**config.mk**
```make
export PLATFORM = sky130hd
export DESIGN_NAME = mac_ram_reader
export DESIGN_NICKNAME = d
export VERILOG_FILES = /design/src/rtl/mac_pkg.sv /design/src/rtl/word2byte_ser.sv /design/src/rtl/mac_ram_reader.sv
export SDC_FILE = /design/constraint.sdc
export NUM_CORES = 1
export LEC_CHECK = 0
export CAP_MARGIN = 20
export CORE_MARGIN = 2
export CORE_UTILIZATION = 48
export DETAILED_ROUTE_END_ITERATION = 12
export PLACE_DENSITY_LB_ADDON = 0.2
export RECOVER_POWER = 100
export SKIP_CTS_REPAIR_TIMING = 1
export SYNTH_ARGS = -nofsm -noshare
export SYNTH_HDL_FRONTEND = slang
export SYNTH_SLANG_ARGS = --single-unit
```
**constraint.sdc**
```tcl
create_clock -name clk -period 2.64 [get_ports clk]
set_clock_uncertainty 0.15 [all_clocks]
set_input_delay 0.528 -clock clk [delete_from_list [all_inputs] [get_ports clk]]
set_output_delay 0.528 -clock clk [all_outputs]
set_load 0.02 [all_outputs]
```
**src/rtl/mac_pkg.sv**
```systemverilog
`default_nettype none
// ============================================================================
//  mac_pkg
//  Shared constants and reader state encoding for the MAC bank reader.
//  Revision: 1.0
// ============================================================================
package mac_pkg;

    localparam int MAC_ADDR_W         = 9;
    localparam int MAC_WORDS          = 1 << MAC_ADDR_W;
    localparam int MAC_DATA_W         = 32;
    localparam int MAC_BYTES_PER_WORD = 4;

    typedef enum logic [2:0] {
        ST_IDLE  = 3'd0,
        ST_ENTER = 3'd1,
        ST_ADDR  = 3'd2,
        ST_CAPT  = 3'd3,
        ST_SEND  = 3'd4,
        ST_EXIT  = 3'd5,
        ST_CLR   = 3'd6,
        ST_DONE  = 3'd7
    } reader_state_t;

endpackage
`default_nettype wire

```
**src/rtl/word2byte_ser.sv**
```systemverilog
`default_nettype none
// ============================================================================
//  word2byte_ser
//  Loads a 32-bit word and streams it LSB-first as bytes over valid/ready.
//  Revision: 1.0
// ============================================================================
module word2byte_ser
    import mac_pkg::*;
(
    input  logic                  clk,
    input  logic                  rst,
    input  logic                  load,
    input  logic [MAC_DATA_W-1:0] word,
    output logic [7:0]            data,
    output logic                  valid,
    input  logic                  ready,
    output logic                  last
);

    localparam int CNT_W = $clog2(MAC_BYTES_PER_WORD);
    localparam logic [CNT_W-1:0] LAST_BYTE = CNT_W'(MAC_BYTES_PER_WORD - 1);

    logic [MAC_DATA_W-1:0] shreg;
    logic [CNT_W-1:0]      byte_cnt;
    logic                  valid_q;

    always_ff @(posedge clk) begin
        if (rst) begin
            shreg    <= '0;
            byte_cnt <= '0;
            valid_q  <= 1'b0;
        end else if (load) begin
            shreg    <= word;
            byte_cnt <= '0;
            valid_q  <= 1'b1;
        end else if (valid_q && ready) begin
            // The final byte is left in place so out_data does not glitch when valid drops.
            if (byte_cnt == LAST_BYTE) begin
                valid_q <= 1'b0;
            end else begin
                shreg    <= shreg >> 8;
                byte_cnt <= byte_cnt + 1'b1;
            end
        end
    end

    assign data  = shreg[7:0];
    assign valid = valid_q;
    assign last  = (byte_cnt == LAST_BYTE);

endmodule
`default_nettype wire

```
**src/rtl/mac_ram_reader.sv**
```systemverilog
`default_nettype none
// ============================================================================
//  mac_ram_reader
//  Dumps the whole MAC bank as a byte stream; MAC_READER_AUTOCLR_EN adds a
//  one-cycle bank clear after each dump.
//  Revision: 1.0
// ============================================================================
module mac_ram_reader
    import mac_pkg::*;
#(
    parameter int ADDR_W = MAC_ADDR_W,
    parameter int RD_LAT = 2
)
(
    input  logic                  clk,
    input  logic                  rst,
    input  logic                  start,
    output logic                  busy,
    output logic                  done,
    output logic                  read,
    output logic [ADDR_W-1:0]     rAddr,
    input  logic [MAC_DATA_W-1:0] rData,
    output logic                  clr,
    output logic [7:0]            out_data,
    output logic                  out_valid,
    input  logic                  out_ready
);

    localparam int LAT_W = (RD_LAT > 1) ? $clog2(RD_LAT) : 1;
    localparam logic [ADDR_W-1:0] LAST_ADDR = {ADDR_W{1'b1}};
    localparam logic [LAT_W-1:0]  LAT_END   = LAT_W'(RD_LAT - 1);

    reader_state_t     state;
    reader_state_t     state_nxt;
    logic [ADDR_W-1:0] counter;
    logic [LAT_W-1:0]  lat_cnt;
    logic              ser_load;
    logic              ser_last;
    logic              word_sent;

    assign word_sent = (state == ST_SEND) && out_valid && out_ready && ser_last;

    always_ff @(posedge clk) begin
        if (rst) begin
            state   <= ST_IDLE;
            counter <= '0;
            lat_cnt <= '0;
        end else begin
            state   <= state_nxt;
            lat_cnt <= (state == ST_ADDR) ? lat_cnt + 1'b1 : '0;
            if (state == ST_IDLE && start) begin
                counter <= '0;
            end else if (word_sent && counter != LAST_ADDR) begin
                counter <= counter + 1'b1;
            end
        end
    end

    always_comb begin
        state_nxt = state;
        ser_load  = 1'b0;
        case (state)
            ST_IDLE:  if (start) state_nxt = ST_ENTER;
            ST_ENTER: state_nxt = ST_ADDR;
            ST_ADDR:  if (lat_cnt == LAT_END) state_nxt = ST_CAPT;
            ST_CAPT: begin
                ser_load  = 1'b1;
                state_nxt = ST_SEND;
            end
            ST_SEND: begin
                if (word_sent) state_nxt = (counter == LAST_ADDR) ? ST_EXIT : ST_ADDR;
            end
`ifdef MAC_READER_AUTOCLR_EN
            ST_EXIT:  state_nxt = ST_CLR;
            ST_CLR:   state_nxt = ST_DONE;
`else
            ST_EXIT:  state_nxt = ST_DONE;
`endif
            ST_DONE:  state_nxt = ST_IDLE;
            default:  state_nxt = ST_IDLE;
        endcase
    end

    // read spans ENTER..SEND so the bank stays out of its wait state for the whole dump.
    assign read  = (state == ST_ENTER) || (state == ST_ADDR) ||
                   (state == ST_CAPT)  || (state == ST_SEND);
    assign busy  = (state != ST_IDLE);
    assign done  = (state == ST_DONE);
    assign rAddr = counter;

`ifdef MAC_READER_AUTOCLR_EN
    assign clr = (state == ST_CLR);
`else
    assign clr = 1'b0;
`endif

    word2byte_ser u_ser (
        .clk   (clk),
        .rst   (rst),
        .load  (ser_load),
        .word  (rData),
        .data  (out_data),
        .valid (out_valid),
        .ready (out_ready),
        .last  (ser_last)
    );

endmodule
`default_nettype wire
```
# [After elaboration in Yosys (flattened, before gate mapping)]
# Index checks and enable logic that the tools add are counted.
[word_totals] ff_bits=48 inputBits=36 out_inout_bits=22 word_cells=56
[classes] add_sub_neg=3 n_eq_ne=13 n_mux=12 n_bitwise=2 n_reduce_logical=20
[ops] cell="2-to-1 mux 32 bit" count=3
[ops] cell="one-hot mux 3 bit (6 select lines)" count=1
[ops] cell="2-to-1 mux 3 bit" count=4
[ops] cell="adder 9 x 1 -> 9 bit, second input constant" count=1
[ops] cell="== test 3 bit, second input constant" count=3
[ops] cell="== test 9 bit, second input constant" count=1
[ops] cell="inequality test 9 bit, second input constant" count=1
[ops] cell="inequality test 2 bit, second input constant" count=4
[ops] cell="== test 3 x 2 -> 1 bit, second input constant" count=2
[ops] cell="logical AND 1 bit" count=6
[ops] cell="AND reduction 2 bit" count=3
[ops] cell="OR reduction 2 bit" count=3
[ops] cell="2-to-1 mux 1 bit" count=4
[ops] cell="nonzero test 2 bit" count=2
[ops] cell="== test 3 x 1 -> 1 bit, second input constant" count=1
[ops] cell="logical NOT 3 bit" count=1
[ops] cell="logical OR 1 bit" count=3
[ops] cell="AND reduction 3 bit" count=1
[ops] cell="nonzero test 3 bit" count=1
[ops] cell="adder 2 x 1 -> 2 bit, second input constant" count=1
[ops] cell="== test 2 bit, second input constant" count=1
[ops] cell="inverter 1 bit" count=2
[ops] cell="adder 1 bit, second input constant" count=1

# [Logic depth before layout (Yosys ltp)]
# Gate-level depths: netlist of run 1.
[logic_depth] word_depth=6 mapped_depth=8 ltp_nobuf=7

# [Modules after synthesis]
# Synthesis of run 1 repeated with hierarchy kept, for this count alone.
[hier_totals] hier_cells=279 hier_area_um2=2526.2
[modules_own_cells] mod="word2byte_ser" instances=1 cells_per_inst=190 area_per_inst_um2=1775.5 seq_area_each_um2=700.7
[modules_own_cells] mod="mac_ram_reader" instances=1 cells_per_inst=89 area_per_inst_um2=750.7 seq_area_each_um2=260.2

# [Worst setup path after synthesis of run 1]
# No wires, ideal clock.
[synth_path] path_kind="reg2reg" start="register counter[0] (netlist: rAddr[0])" end="register counter[4] (netlist: rAddr[4])" setup_time_ns=0.067 arrival_time_ns=2.220 t_required_ns=2.423 slack_ns=0.203 stages_incl_launch_ff=9 path_buffers=1 period_less_slack_ns=2.437 path_cell_list="dfxtp_1 > ha_1 > nand3_1 > nor2_1 > ha_1 > or4b_4 > buf_6 > or4_4 > a21oi_2"
[synth_via] elab_chain_cells=2 elab_cells_between_ends=3 cone_classes="add/sub (1); eq/ne (1); reduce/logical (1)"
[synth_lines] item="start, declared" line="mac_ram_reader.sv:35" source="logic [ADDR_W-1:0] counter;"
[synth_lines] item="start signal, assigned" line="mac_ram_reader.sv:54" source="counter <= counter + 1'b1;"
[synth_lines] item="parallel branches: the longest is 2 deep, another holds adder 9 x 1 -> 9 bit"
# Several ways; the timed one is not identified.
# A chain may end at the register's enable or synchronous reset.

# [Final worst setup path of run 1]
[layout_path] start="register state[0]" end="output read"
[layout_via] elab_chain_cells=4 elab_cells_between_ends=7 cone_classes="eq/ne (4); reduce/logical (3)"
[layout_lines] item="start, declared" line="mac_ram_reader.sv:33" source="reader_state_t state;"
[layout_lines] item="start signal, assigned" line="mac_ram_reader.sv:49" source="state <= state_nxt;"
[layout_lines] item="== test 3 x 1 -> 1 bit or == test 3 x 2 -> 1 bit (tied branches)" line="mac_ram_reader.sv:85" source="assign read = (state == ST_ENTER) || (state == ST_ADDR) ||"
[layout_lines] item="logical OR 1 bit (2 in series)" line="mac_ram_reader.sv:85"
[layout_lines] item="logical OR 1 bit (*)" line="mac_ram_reader.sv:86" source="(state == ST_CAPT) || (state == ST_SEND);"
[layout_lines] item="end, declared" line="mac_ram_reader.sv:20" source="output logic read,"
# Every way passes the cells marked *; elsewhere a longest branch is shown, timed or not.

==> flow_summary.toml, run 1 <==
[layout]
seqCellArea_um2 = 961
multiInputGateArea_um2 = 1070
drive_above_1_share_pct = 5.36
areaGrowthSynthToFinish_pct = 25.2
layout_commonest_cell = "nand2_1"
diodes = 0
n_fill_cell = 417
fin_nets = 356
final_cell_mix = "60 x nand2_1, 48 x dfxtp_1, 34 x clkdlybuf4s50_1"

[yosys]
async_flop_share_pct = 0
yosysWarnings = 0
synth_area_leaders = "dfxtp_1 43%, nand2_1 10%, a31oi_1 6.5%, o21ai_0 6.1%, a21oi_1 4.1%"
synth_seq_cells = 48
synthCells = 281
ys_types = 39
yosysTopAreaCellShare_pct = 43.3
avgSynthCellArea_um2 = 7.90
ys_seq_area_share_pct = 43.3
synth_ff_type = "dfxtp_1"
netlist_area_um2 = 2220
synth_edf_count = 0
syn-num-nets = 320
synth_area_leader_cell = "dfxtp_1"

[hold_path]
whs_path_depth = 2
hp-class = "reg2reg"
worstHoldStart = "u_ser.shreg[7]"
min_to = "u_ser.shreg[7]"

[clock_tree]
cts_num_sinks = 48
cts_root_buffer = "clkbuf_8"
htreeDepth = 2
cts_tree = "built"
clk_path_buf_depth = 2
cts.clk_slew.worst_paths_ns = 0.08
clk_latency_ns = 0.29
cts_made_buffers = 5

[critical_path]
rr_worst_depth = 7
startpoint_type = "flop"
crit_fanout = 13
cp.arrival_ns = 1.76
critPathTopFamily = "buffers and inverters"
critPathKind = "reg2out"
path_cells = "nor2_1 > xnor2_1 > clkdlybuf4s50_1"
required_ns = 1.96
r2r-end = "rAddr[4]"
r2r_slack_ns = 0.22
critPathSlowestCell = "clkdlybuf4s50_1"
path_buf_inv = 1
cpPeakStageDelay_ns = 0.62
end_kind = "output port"
r2r-start = "rAddr[0]"

[grt]
antenna_found_initial = 0
grt_max_degree = 58
grtUsageTotal_pct = 18.8
overflow = 0
grt_pass1_vias = 1792
grt_pass1_wl_mm = 7.94

[detailed_routing]
drt_first_pass_iters = 4
vias = 2016
wl_per_cell_um = 12.8
wl_mm = 4.72
ant_nets = 0
routed_via_density = 5.46
drt-initial-drc-count = 153
drc = 0

[floorplan]
die_area_um2 = 5190
dieHeight_um = 72.0
start_util_pct = 50.3
die_w_um = 72.0
rows = 24
pin_count = 58
coreArea_um2 = 4410

[status]
status = "complete, no violations"

[timing]
period_share_pct = 92.3
fin_tns_setup_ns = 0
rsz0062_at_grt = "no"
timing.final.hold_violations = 0
maxSlewViolCount = 0
timing.final.crit_period_ns = 2.44
relSlewSlack_pct = 39.1
fin_ws_ns = 0.203
max_freq_mhz = 410
hold_ws_ns = 0.318
worst_pin_slew_ns = 0.913
setup_violations = 0

[placed_design]
port_buffers = 56
pre_cts_slack_ns = 0.239
post-dp-hpwl_mm = 3.18
gp_congestion = 0.859

[power]
p_leak_nw = 0.979
p_per_area_nw_per_um2 = 557
peakVddDrop_mv = 0.351

[job]
maxCapViolCount = 0
[tightest hold or removal path, stage by stage (launching register included)]
cell and delay, ns:
dfxtp_1 0.31, nand2_1 0.05, a31oi_1 0.07
[worst max path at each step]
stage               endpoint      start  slack (ns)  cells past startpoint
finish                  read   state[0]        0.20                      3
global route        rAddr[3]   rAddr[0]        0.08                      7
CTS                     read   state[0]        0.20                      3
detailed placement  rAddr[4]  out_ready        0.24                      4
global placement    rAddr[4]  out_ready        0.27                      4
floorplan           rAddr[4]   rAddr[0]        0.20                      8
[power by group]
part | switching [W] | internal (W)
clock network | 0.000225 | 0.000180
registers | 0.0000474 | 0.000779
logic | 0.000166 | 0.000150
total | 0.000438 | 0.00111
[per-layer routing]
metal	GRT usage (%)	vias up	routed length (um)	share of wire (%)
met5	0	-	0	0
met3	4.31	5	221	4.7
li1	-	1064	-	-
met1	27.3	890	2410	51
met2	28.4	57	2060	44
met4	4.40	0	36	0.76
[per-stage QoR]
stage          instance area, um^2  std cells  utilization (%)  power, W
2_1_floorplan                 2220        281                -   0.00106
3_3_place_gp                  2710        362             61.5   0.00116
3_5_place_dp                  2710        362             61.5   0.00117
4_1_cts                       2790        369             63.2   0.00157
5_1_grt                       2780        369             63.0   0.00163
6_report                      2780        369             63.0   0.00155
[state kept, by name, summed over array words and instances (netlist names)]
name / flops
lat_cnt: 1
rAddr: 9
state: 3
u_ser.byte_cnt: 2
u_ser.shreg: 32
u_ser.valid: 1
[cells in the mapped netlist (2+ instances only)]
cell	number
nand2_1	60
a31oi_1	23
inv_1	5
a21oi_1	18
dfxtp_1	48
nand3b_1	4
ha_1	3
nor4_1	3
nor2_1	4
xnor2_1	2
o21ai_0	27
buf_4	9
nor3_1	4
clkbuf_1	18
buf_1	2
mux2i_1	4
buf_6	2
nand4_1	4
or3_1	3
o31ai_1	2
nand3_1	18
[cell type report]
class / instances / area share [%]
Multi-Input combinational cell: 196 / 38.3
Sequential cell: 48 / 34.5
Timing Repair Buffer: 61 / 21.3
Clock buffer: 6 / 2.61
Tap cell: 52 / 2.34
Inverter: 5 / 0.675
Clock inverter: 1 / 0.180
[cell families after synthesis]
| family | synth area share (%) |
|---|---|
| flops | 43.3 |
| compound gates | 19.7 |
| xor+xnor | 0.789 |
| simple gates | 24.1 |
| fa+ha+maj | 1.69 |
| buf+inv | 8.51 |
| mux | 1.80 |
| other cells | 0.169 |
Power figures use the tool's default switching activity.
==> run 2, diff against run 1 <==
CAP_MARGIN = 0   (was 20)
==> results of run 2 <==
The final DEF is identical to that of run 1; final timing and power are the same.
==> run 3, diff against run 2 <==
SLEW_MARGIN = 30   (was not set)
==> results of run 3 <==
The final DEF is identical to that of run 1; final timing and power are the same.
